**src/rtl/alu_mc.sv**
```systemverilog
// ---------------------------------------------------------------------------
// alu_mc : WIDTH-bit ALU with a registered result, status flags and a
//          start/done handshake. Single-cycle ADD/SUB/AND/OR/XOR/PASSA and
//          a multi-cycle shift-add unsigned multiply (one bit per clock).
//
// Ports
//   clk        system clock, all state updates on the rising edge
//   reset      synchronous, active-high reset
//   start      request; sampled only while busy = 0
//   op[2:0]    000 ADD, 001 SUB, 010 AND, 011 OR, 100 XOR, 101 MUL,
//              110 PASSA, 111 reserved (result 0)
//   a, b       operands (unsigned; signed only for the ovf interpretation)
//   busy       high while a MUL is iterating
//   done       one-cycle pulse: result/flags were updated this cycle
//   result     registered result (MUL: low half of the product)
//   result_hi  MUL: high half of the product; 0 for every other op
//   cout       ADD/SUB carry out (SUB: 1 = no borrow); MUL: OR of result_hi
//   zero       result == 0
//   neg        result[WIDTH-1]
//   ovf        ADD/SUB signed overflow; 0 otherwise
// ---------------------------------------------------------------------------
module alu_mc #(
    parameter  int WIDTH = 16,
    localparam int CNTW  = $clog2(WIDTH) + 1
) (
    input  logic             clk,
    input  logic             reset,
    input  logic             start,
    input  logic [2:0]       op,
    input  logic [WIDTH-1:0] a,
    input  logic [WIDTH-1:0] b,
    output logic             busy,
    output logic             done,
    output logic [WIDTH-1:0] result,
    output logic [WIDTH-1:0] result_hi,
    output logic             cout,
    output logic             zero,
    output logic             neg,
    output logic             ovf
);

    localparam logic [2:0] OP_ADD   = 3'b000;
    localparam logic [2:0] OP_SUB   = 3'b001;
    localparam logic [2:0] OP_AND   = 3'b010;
    localparam logic [2:0] OP_OR    = 3'b011;
    localparam logic [2:0] OP_XOR   = 3'b100;
    localparam logic [2:0] OP_MUL   = 3'b101;
    localparam logic [2:0] OP_PASSA = 3'b110;

    typedef enum logic {
        IDLE,
        MUL
    } state_t;

    state_t state;

    // Multiply datapath: multiplicand, and the product register {hi, lo}.
    // lo starts as the multiplier and is consumed one bit per iteration
    // while the product bits shift in from hi.
    logic [WIDTH-1:0] mcand;
    logic [WIDTH-1:0] mul_hi;
    logic [WIDTH-1:0] mul_lo;
    logic [CNTW-1:0]  cnt;

    // ------------------------------------------------------------------
    // Single-cycle ALU result, evaluated straight from the inputs so it
    // can be registered on the accepting edge.
    // ------------------------------------------------------------------
    logic [WIDTH:0]   sum_ext;
    logic [WIDTH-1:0] b_eff;
    logic [WIDTH-1:0] alu_res;
    logic             alu_cout;
    logic             alu_ovf;

    // NOTE: every combinational output gets a default first so no path
    // through the case leaves a signal unassigned (which would infer a latch).
    always_comb begin
        alu_res  = '0;
        alu_cout = 1'b0;
        alu_ovf  = 1'b0;
        b_eff    = (op == OP_SUB) ? ~b : b;
        // SUB is a + ~b + 1; the +1 enters as the carry-in.
        sum_ext  = {1'b0, a} + {1'b0, b_eff} + (WIDTH+1)'(op == OP_SUB);
        case (op)
            OP_ADD, OP_SUB: begin
                alu_res  = sum_ext[WIDTH-1:0];
                alu_cout = sum_ext[WIDTH];
                // Same-signed addends whose sum flips sign overflowed.
                alu_ovf  = (a[WIDTH-1] == b_eff[WIDTH-1]) &&
                           (sum_ext[WIDTH-1] != a[WIDTH-1]);
            end
            OP_AND:   alu_res = a & b;
            OP_OR:    alu_res = a | b;
            OP_XOR:   alu_res = a ^ b;
            OP_PASSA: alu_res = a;
            default:  alu_res = '0;   // reserved op (and MUL, unused here)
        endcase
    end

    // ------------------------------------------------------------------
    // One shift-add iteration: conditionally add the multiplicand into hi
    // (keeping the carry), then shift {carry, hi, lo} right by one.
    // ------------------------------------------------------------------
    logic [WIDTH:0]   mul_sum;
    logic [WIDTH-1:0] hi_next;
    logic [WIDTH-1:0] lo_next;

    always_comb begin
        mul_sum = {1'b0, mul_hi} + (mul_lo[0] ? {1'b0, mcand} : '0);
        hi_next = mul_sum[WIDTH:1];
        lo_next = {mul_sum[0], mul_lo[WIDTH-1:1]};
    end

    wire last_iter = (cnt == CNTW'(WIDTH - 1));

    // ------------------------------------------------------------------
    // Control FSM and all registered outputs.
    // ------------------------------------------------------------------
    // NOTE: state is updated with non-blocking assignments so every register
    // samples the pre-edge values, independent of statement order.
    always_ff @(posedge clk) begin
        // NOTE: reset is synchronous here; it is only a data input on the
        // rising edge, so an aborted MUL simply never reaches its done edge.
        if (reset) begin
            state     <= IDLE;
            busy      <= 1'b0;
            done      <= 1'b0;
            result    <= '0;
            result_hi <= '0;
            cout      <= 1'b0;
            zero      <= 1'b0;
            neg       <= 1'b0;
            ovf       <= 1'b0;
            mcand     <= '0;
            mul_hi    <= '0;
            mul_lo    <= '0;
            cnt       <= '0;
        end else begin
            done <= 1'b0;   // pulse unless re-asserted below
            case (state)
                IDLE: begin
                    if (start) begin
                        if (op == OP_MUL) begin
                            mcand  <= a;
                            mul_hi <= '0;
                            mul_lo <= b;
                            cnt    <= '0;
                            busy   <= 1'b1;
                            state  <= MUL;
                        end else begin
                            result    <= alu_res;
                            result_hi <= '0;
                            cout      <= alu_cout;
                            ovf       <= alu_ovf;
                            zero      <= (alu_res == '0);
                            neg       <= alu_res[WIDTH-1];
                            done      <= 1'b1;
                        end
                    end
                end

                MUL: begin
                    mul_hi <= hi_next;
                    mul_lo <= lo_next;
                    cnt    <= cnt + CNTW'(1);
                    // The final iteration's outcome is registered directly
                    // from the next-value terms so done lands on this edge.
                    if (last_iter) begin
                        result    <= lo_next;
                        result_hi <= hi_next;
                        cout      <= |hi_next;
                        ovf       <= 1'b0;
                        zero      <= (lo_next == '0);
                        neg       <= lo_next[WIDTH-1];
                        done      <= 1'b1;
                        busy      <= 1'b0;
                        state     <= IDLE;
                    end
                end

                default: begin
                    busy  <= 1'b0;
                    state <= IDLE;
                end
            endcase
        end
    end

endmodule

```
**config.mk**
```make
export PLATFORM = sky130hd
export DESIGN_NAME = alu_mc
export DESIGN_NICKNAME = d
export VERILOG_FILES = /design/src/rtl/alu_mc.sv
export SDC_FILE = /design/constraint.sdc
export NUM_CORES = 1
export LEC_CHECK = 0
export BUFFER_PORTS_ARGS = -buffer_cell sky130_fd_sc_hd__buf_2
export CORE_AREA = 2 2 137 173
export DETAILED_ROUTE_END_ITERATION = 10
export DIE_AREA = 0 0 139 175
export PLACE_DENSITY = 0.55
export SLEW_MARGIN = 40
export SYNTH_ARGS = -nofsm -noshare
export SYNTH_HDL_FRONTEND = slang
export SYNTH_SLANG_ARGS = --single-unit
```
**constraint.sdc**
```tcl
create_clock -name clk -period 5.8 [get_ports clk]
set_input_delay 0.87 -clock clk [delete_from_list [all_inputs] [get_ports clk]]
set_output_delay 0.87 -clock clk [all_outputs]
set_load 0.005 [all_outputs]
```
; After elaboration in Yosys (flattened, before gate mapping)
; Index checks and enable logic that the tools add are counted.
[op_classes]
n_addsub = 4
n_eq_ne = 13
muxes = 49
bitwise = 5
reduce_logical = 10
[ops]
columns = op, count
row1 = 16-bit two-way mux, 12
row2 = 16-bit case mux with 2 select lines, 4
row3 = 16-bit case mux with 5 select lines, 1
row4 = 16-bit by 16-bit adder with 17-bit output, 2
row5 = 16-bit zero test, 2
row6 = 1-bit two-way mux, 22
row7 = 17-bit by 1-bit adder with 17-bit output, 1
row8 = 16-bit bitwise AND, 1
row9 = 16-bit inverter, 1
row10 = 16-bit OR, 1
row11 = 16-bit OR reduction, 1
row12 = 16-bit bitwise XOR, 1
row13 = 1-bit case mux with 2 select lines, 7
row14 = 5-bit two-way mux, 2
row15 = 5-bit case mux with 2 select lines, 1
row16 = 3-bit == test (second input constant), 3
row17 = 3-bit AND reduction, 3
row18 = 3-bit by 2-bit == test with 1-bit output (second input constant), 2
row19 = 2-bit != test (second input constant), 3
row20 = 5-bit by 1-bit adder with 5-bit output (second input constant), 1
row21 = 5-bit by 4-bit == test with 1-bit output (second input constant), 1
row22 = 3-bit by 1-bit == test with 1-bit output (second input constant), 1
row23 = 3-bit zero test, 1
row24 = 2-bit by 1-bit != test with 1-bit output (second input constant), 1
row25 = other kinds (6), 6
[word_totals]
regBits = 92
inputBits = 38
output_inout_bits = 38
elab_cells = 94

; Longest topological paths before layout
[logic_depth]
ltp_word = 10
ltp_mapped = 14
ltp_nobuf = 12

; Worst setup path before layout
; No wires, ideal clock.
[synth_path]
path_type = input to register
start = input op[2]
end = register zero
t_arrival_ns = 4.325
required_ns = 5.741
setup_slack_ns = 1.416
cell_stages = 14
path_buffers = 2
path_cell_list = buf_1 > or2_0 > nor2_1 > clkbuf_1 > xnor2_1 > ha_1 > and2_1 > a221o_1 > a32o_2 > nor3_1 > o31ai_4 > xor2_1 > a21oi_1 > a31o_1
[synth_via]
elab_chain_cells = 9
word_cells_on_any_way = 18
classes_between = add/sub: 2 / eq/ne: 7 / mux: 5 / reduce/logical: 4
[synth_rtl]
columns = item, line_no
row1 = start: declaration, 29  ; input logic [2:0] op,
row2 = 3-bit by 1-bit == test with 1-bit output, "81, 83, 84"
row3 = 16-bit two-way mux, 81  ; b_eff = (op == OP_SUB) ? ~b : b;
row4 = 16-bit by 16-bit adder with 17-bit output, 83  ; sum_ext = {1'b0, a} + {1'b0, b_eff} + (WIDTH+1)'(op == OP_SUB);
row5 = 17-bit by 1-bit adder with 17-bit output, 83
row6 = 16-bit case mux with 5 select lines, 84  ; case (op)
row7 = 16-bit zero test, 155  ; zero <= (alu_res == '0);
row8 = 1-bit two-way mux, 143  ; if (op == OP_MUL) begin
row9 = 1-bit two-way mux, 142  ; if (start) begin
row10 = 1-bit case mux with 2 select lines, 140  ; case (state)
row11 = end signal: assignment, 155
row12 = end signal: assignment, 173  ; zero <= (lo_next == '0);
row13 = end: declaration, 37  ; output logic zero,
; Parallel ways exist; a longest one is shown, timed or not. The select of a mux whose other input is x is not followed.
; A chain may end at the register's enable or synchronous reset.

; Worst setup path in the final report
[layout_path]
start = input op[0]
end = register zero
; Same word-level chain as after synthesis.

==> summary.txt <==
Timing
  – Fmax: 254 MHz
  – Final setup fails: 0
  – Min Tclk post-route: 3.94 ns
  – Setup TNS: 0 ns
  – Slew @ Worst Pin: 0.819 ns
  – Final Hold Fails: 0
  – Slew HR: 45.4%
  – Setup Skew: 0.0128 ns
  – Unrepaired setup endpoints after global routing: no
  – Slew Viols, Final: 0
  – Final Cycle Share: 67.9%

Placement
  – IO Port Bufs: 75
  – Hpwl dp: 15000 µm
  – RePlAce Congestion: 0.885

Floorplanning
  – Die area: 24300 µm²
  – Die X: 139 µm
  – # IOs: 76
  – Rows: 62
  – Core ar.: 22700 µm²
  – Die Height: 175 µm
  – Initial Util: 28.7%

Worst setup path
  – RR Startpoint: mul_lo[0]
  – Critical Path Start Type: input port
  – Crit Path Max Fanout: 20
  – Worst Reg-to-Reg Cells: 11
  – WS Path Type: input port to register
  – Arrival @ worst endpoint: 4.23 ns
  – Reg-to-Reg End: cout
  – WP data required: 6.09 ns
  – Worst Setup End Kind: register
  – Flop2flop setup slack: 2.15 ns

CTS
  – Post-CTS setup buffers: 0
  – Inserted Clock Buffers: 9
  – Clock-pin transition on the worst setup and hold timing paths: 0.07 ns
  – Htree depth: 3
  – CTS sink count: 91
  – CTS tree: done
  – CTS Buffer Depth: 2
  – Post-cts resize count: 0
  – CTS Hold Bufs: 0
  – Root Driver: clkbuf_16
  – Worst-skew pair later-pin latency: 0.35 ns

Detailed routing
  – Total routed wirelength: 19800 µm
  – Drt initial violations: 299
  – Pre-Repair DR Iteration Count: 5
  – Antenna-violating nets left: 0
  – Via density per instance: 5.16
  – DRC violations left: 0
  – Via Count: 5987
  – Drt wl/cell: 17.0 µm

Yosys
  – Post-Synthesis Cells: 815
  – Post-Synthesis Cell Area: 6510 µm²
  – Async set-reset flop share out of synthesis: 0%
  – Synthesized flop and latch total: 91
  – Syn Area/Cell: 7.98 µm²
  – Post-synth EDFFs: 0
  – Syn. warnings: 0
  – Sequential area share after synthesis: 28.0%
  – Main synth FF type: dfxtp_1
  – Netlist cell types: 71
  – Syn nets: 923

Final layout
  – Share of cells above drive strength 1: 15.1%
  – Area delta synth->final: 14.6%
  – Number of diodes: 0
  – Nets@finish: 975
  – Final core utilization: 32.9%

Power
  – Sequential power share: 41.5%
  – Clock power share: 36.7%
  – Combinational share of power: 21.8%
  – VDD IR-drop max: 0.115 mV
  – Internal cell power: 1.09 mW
  – Pwr Density: 213 nW/µm²
  – Lkg Pwr: 3.26 nW
  – Switching Fraction: 31.8%
  – NetSw: 0.506 mW

Min path
  – Type of the worst min-delay path: register to register
  – WHS Endpoint: mcand[2]
  – Hold path start: mcand[2]
  – Hold Path Depth: 2

GRT
  – GRT Total Usage: 15.9%
  – Vias in the first global route: 5733
  – Grt total ovfl: 0
  – First-pass GRT wire length: 31200 µm
  – Initial antenna violation count: 0
  – Largest net degree at the start of global routing: 75

Outcome
  – Status: completed

Flow run
  – Max-Cap Viols: 0
cell usage after synthesis (10+ instances only):
cell type | n | area (µm²)
a22o_1 | 13 | 114
o211ai_1 | 14 | 105
clkbuf_1 | 40 | 150
xnor2_1 | 33 | 289
dfxtp_1 | 91 | 1820
a311oi_1 | 15 | 131
o21ai_0 | 26 | 130
a21oi_1 | 75 | 375
inv_1 | 46 | 173
mux2_2 | 12 | 135
nor2_1 | 75 | 282
and2_1 | 19 | 119
a211oi_1 | 12 | 90.1
a22oi_1 | 15 | 113
a31oi_1 | 10 | 62.6
nand2_1 | 93 | 349
nor3_1 | 11 | 55.1
ha_1 | 68 | 851
and3_1 | 19 | 119
cell type report:
cell class                      count  area [µm²]
Clock buffer                        9         225
Clock inverter                      7        65.1
Fill cell                        2479       15200
Inverter                           46         173
Multi-Input combinational cell    631        4340
Sequential cell                    91        1820
Tap cell                          288         360
Timing Repair Buffer               88         473
placed cells by master, fill, tap and decap left out, types with 13 or more instances in the layout:
| cell type | Yosys | routed |
|---|---|---|
| dfxtp_1 | 91 | 91 |
| nor2_1 | 75 | 74 |
| buf_2 | 1 | 75 |
| buf_4 | 1 | 13 |
| a311oi_1 | 15 | 15 |
| a22o_1 | 13 | 13 |
| ha_1 | 68 | 68 |
| inv_1 | 46 | 46 |
| xnor2_1 | 33 | 33 |
| and2_1 | 19 | 19 |
| and3_1 | 19 | 19 |
| o211ai_1 | 14 | 14 |
| nand2_1 | 93 | 93 |
| a22oi_1 | 15 | 15 |
| a21oi_1 | 75 | 75 |
| o21ai_0 | 26 | 26 |
per-layer routing:
| layer | up-vias | GRT usage, % | wire length [µm] |
|---|---|---|---|
| met4 | 0 | 6.14 | 582 |
| met1 | 2813 | 20.2 | 8770 |
| li1 | 3020 | - | - |
| met3 | 28 | 1.81 | 739 |
| met2 | 126 | 27.6 | 9680 |
| met5 | - | 0 | 0 |
metrics by stage:
step	power, mW	std cells	area, µm²	setup slack, ns	hold WS (ns)
after floorplan	0.908	815	6510	1.42	0.432
final	1.59	1160	7460	1.86	0.451
after CTS	1.61	1160	7460	1.89	0.448
after global placement	1.02	1144	7160	1.54	0.429
after detailed placement	1.02	1144	7170	1.53	0.437
after global routing	1.67	1160	7460	1.62	0.473
worst max-delay path by stage:
stage          startpoint   end  cells after the start
6_report            op[0]  zero                     14
5_1_grt             op[0]  zero                     14
4_1_cts             op[0]  zero                     14
3_5_place_dp        op[0]  zero                     14
3_3_place_gp        op[0]  zero                     14
2_1_floorplan       op[2]  zero                     14
cell families (layout without fill, tap and decap cells):
group / Yosys count / in the layout / synth area share, %
simple gates: 272 / 272 / 20.1
fa+ha+maj: 70 / 70 / 13.7
mux: 17 / 17 / 2.87
buf+inv: 93 / 150 / 5.44
compound gates: 233 / 233 / 24.7
flops: 91 / 91 / 28.0
xor+xnor: 39 / 39 / 5.25
critical path, stage by stage:
cell	delay (ns)
buf_2	0.36
inv_1	0.22
nor2_1	0.14
buf_4	0.29
xnor2_1	0.15
fa_1	0.43
a21o_1	0.18
a21oi_1	0.17
xnor2_1	0.09
a221o_1	0.37
nor4_1	0.45
nand4_1	0.16
nor3_1	0.19
a31o_1	0.15
power groups by stage:
| stage | Clock (mW) | Sequential, mW | Combinational (mW) |
|---|---|---|---|
| detailed placement | 0 | 0.676 | 0.346 |
| CTS | 0.598 | 0.661 | 0.348 |
| floorplan | 0 | 0.669 | 0.238 |
| global placement | 0 | 0.676 | 0.346 |
| global route | 0.619 | 0.663 | 0.386 |
| finish | 0.584 | 0.660 | 0.347 |
state kept, by name, summed over array words and instances, names as in the netlist:
signal / flops
ovf: 1
mul_hi: 16
zero: 1
cnt: 5
state: 1
cout: 1
result_hi: 16
result: 16
done: 1
mcand: 16
busy: 1
mul_lo: 16
(Power assumes the default switching activity.)
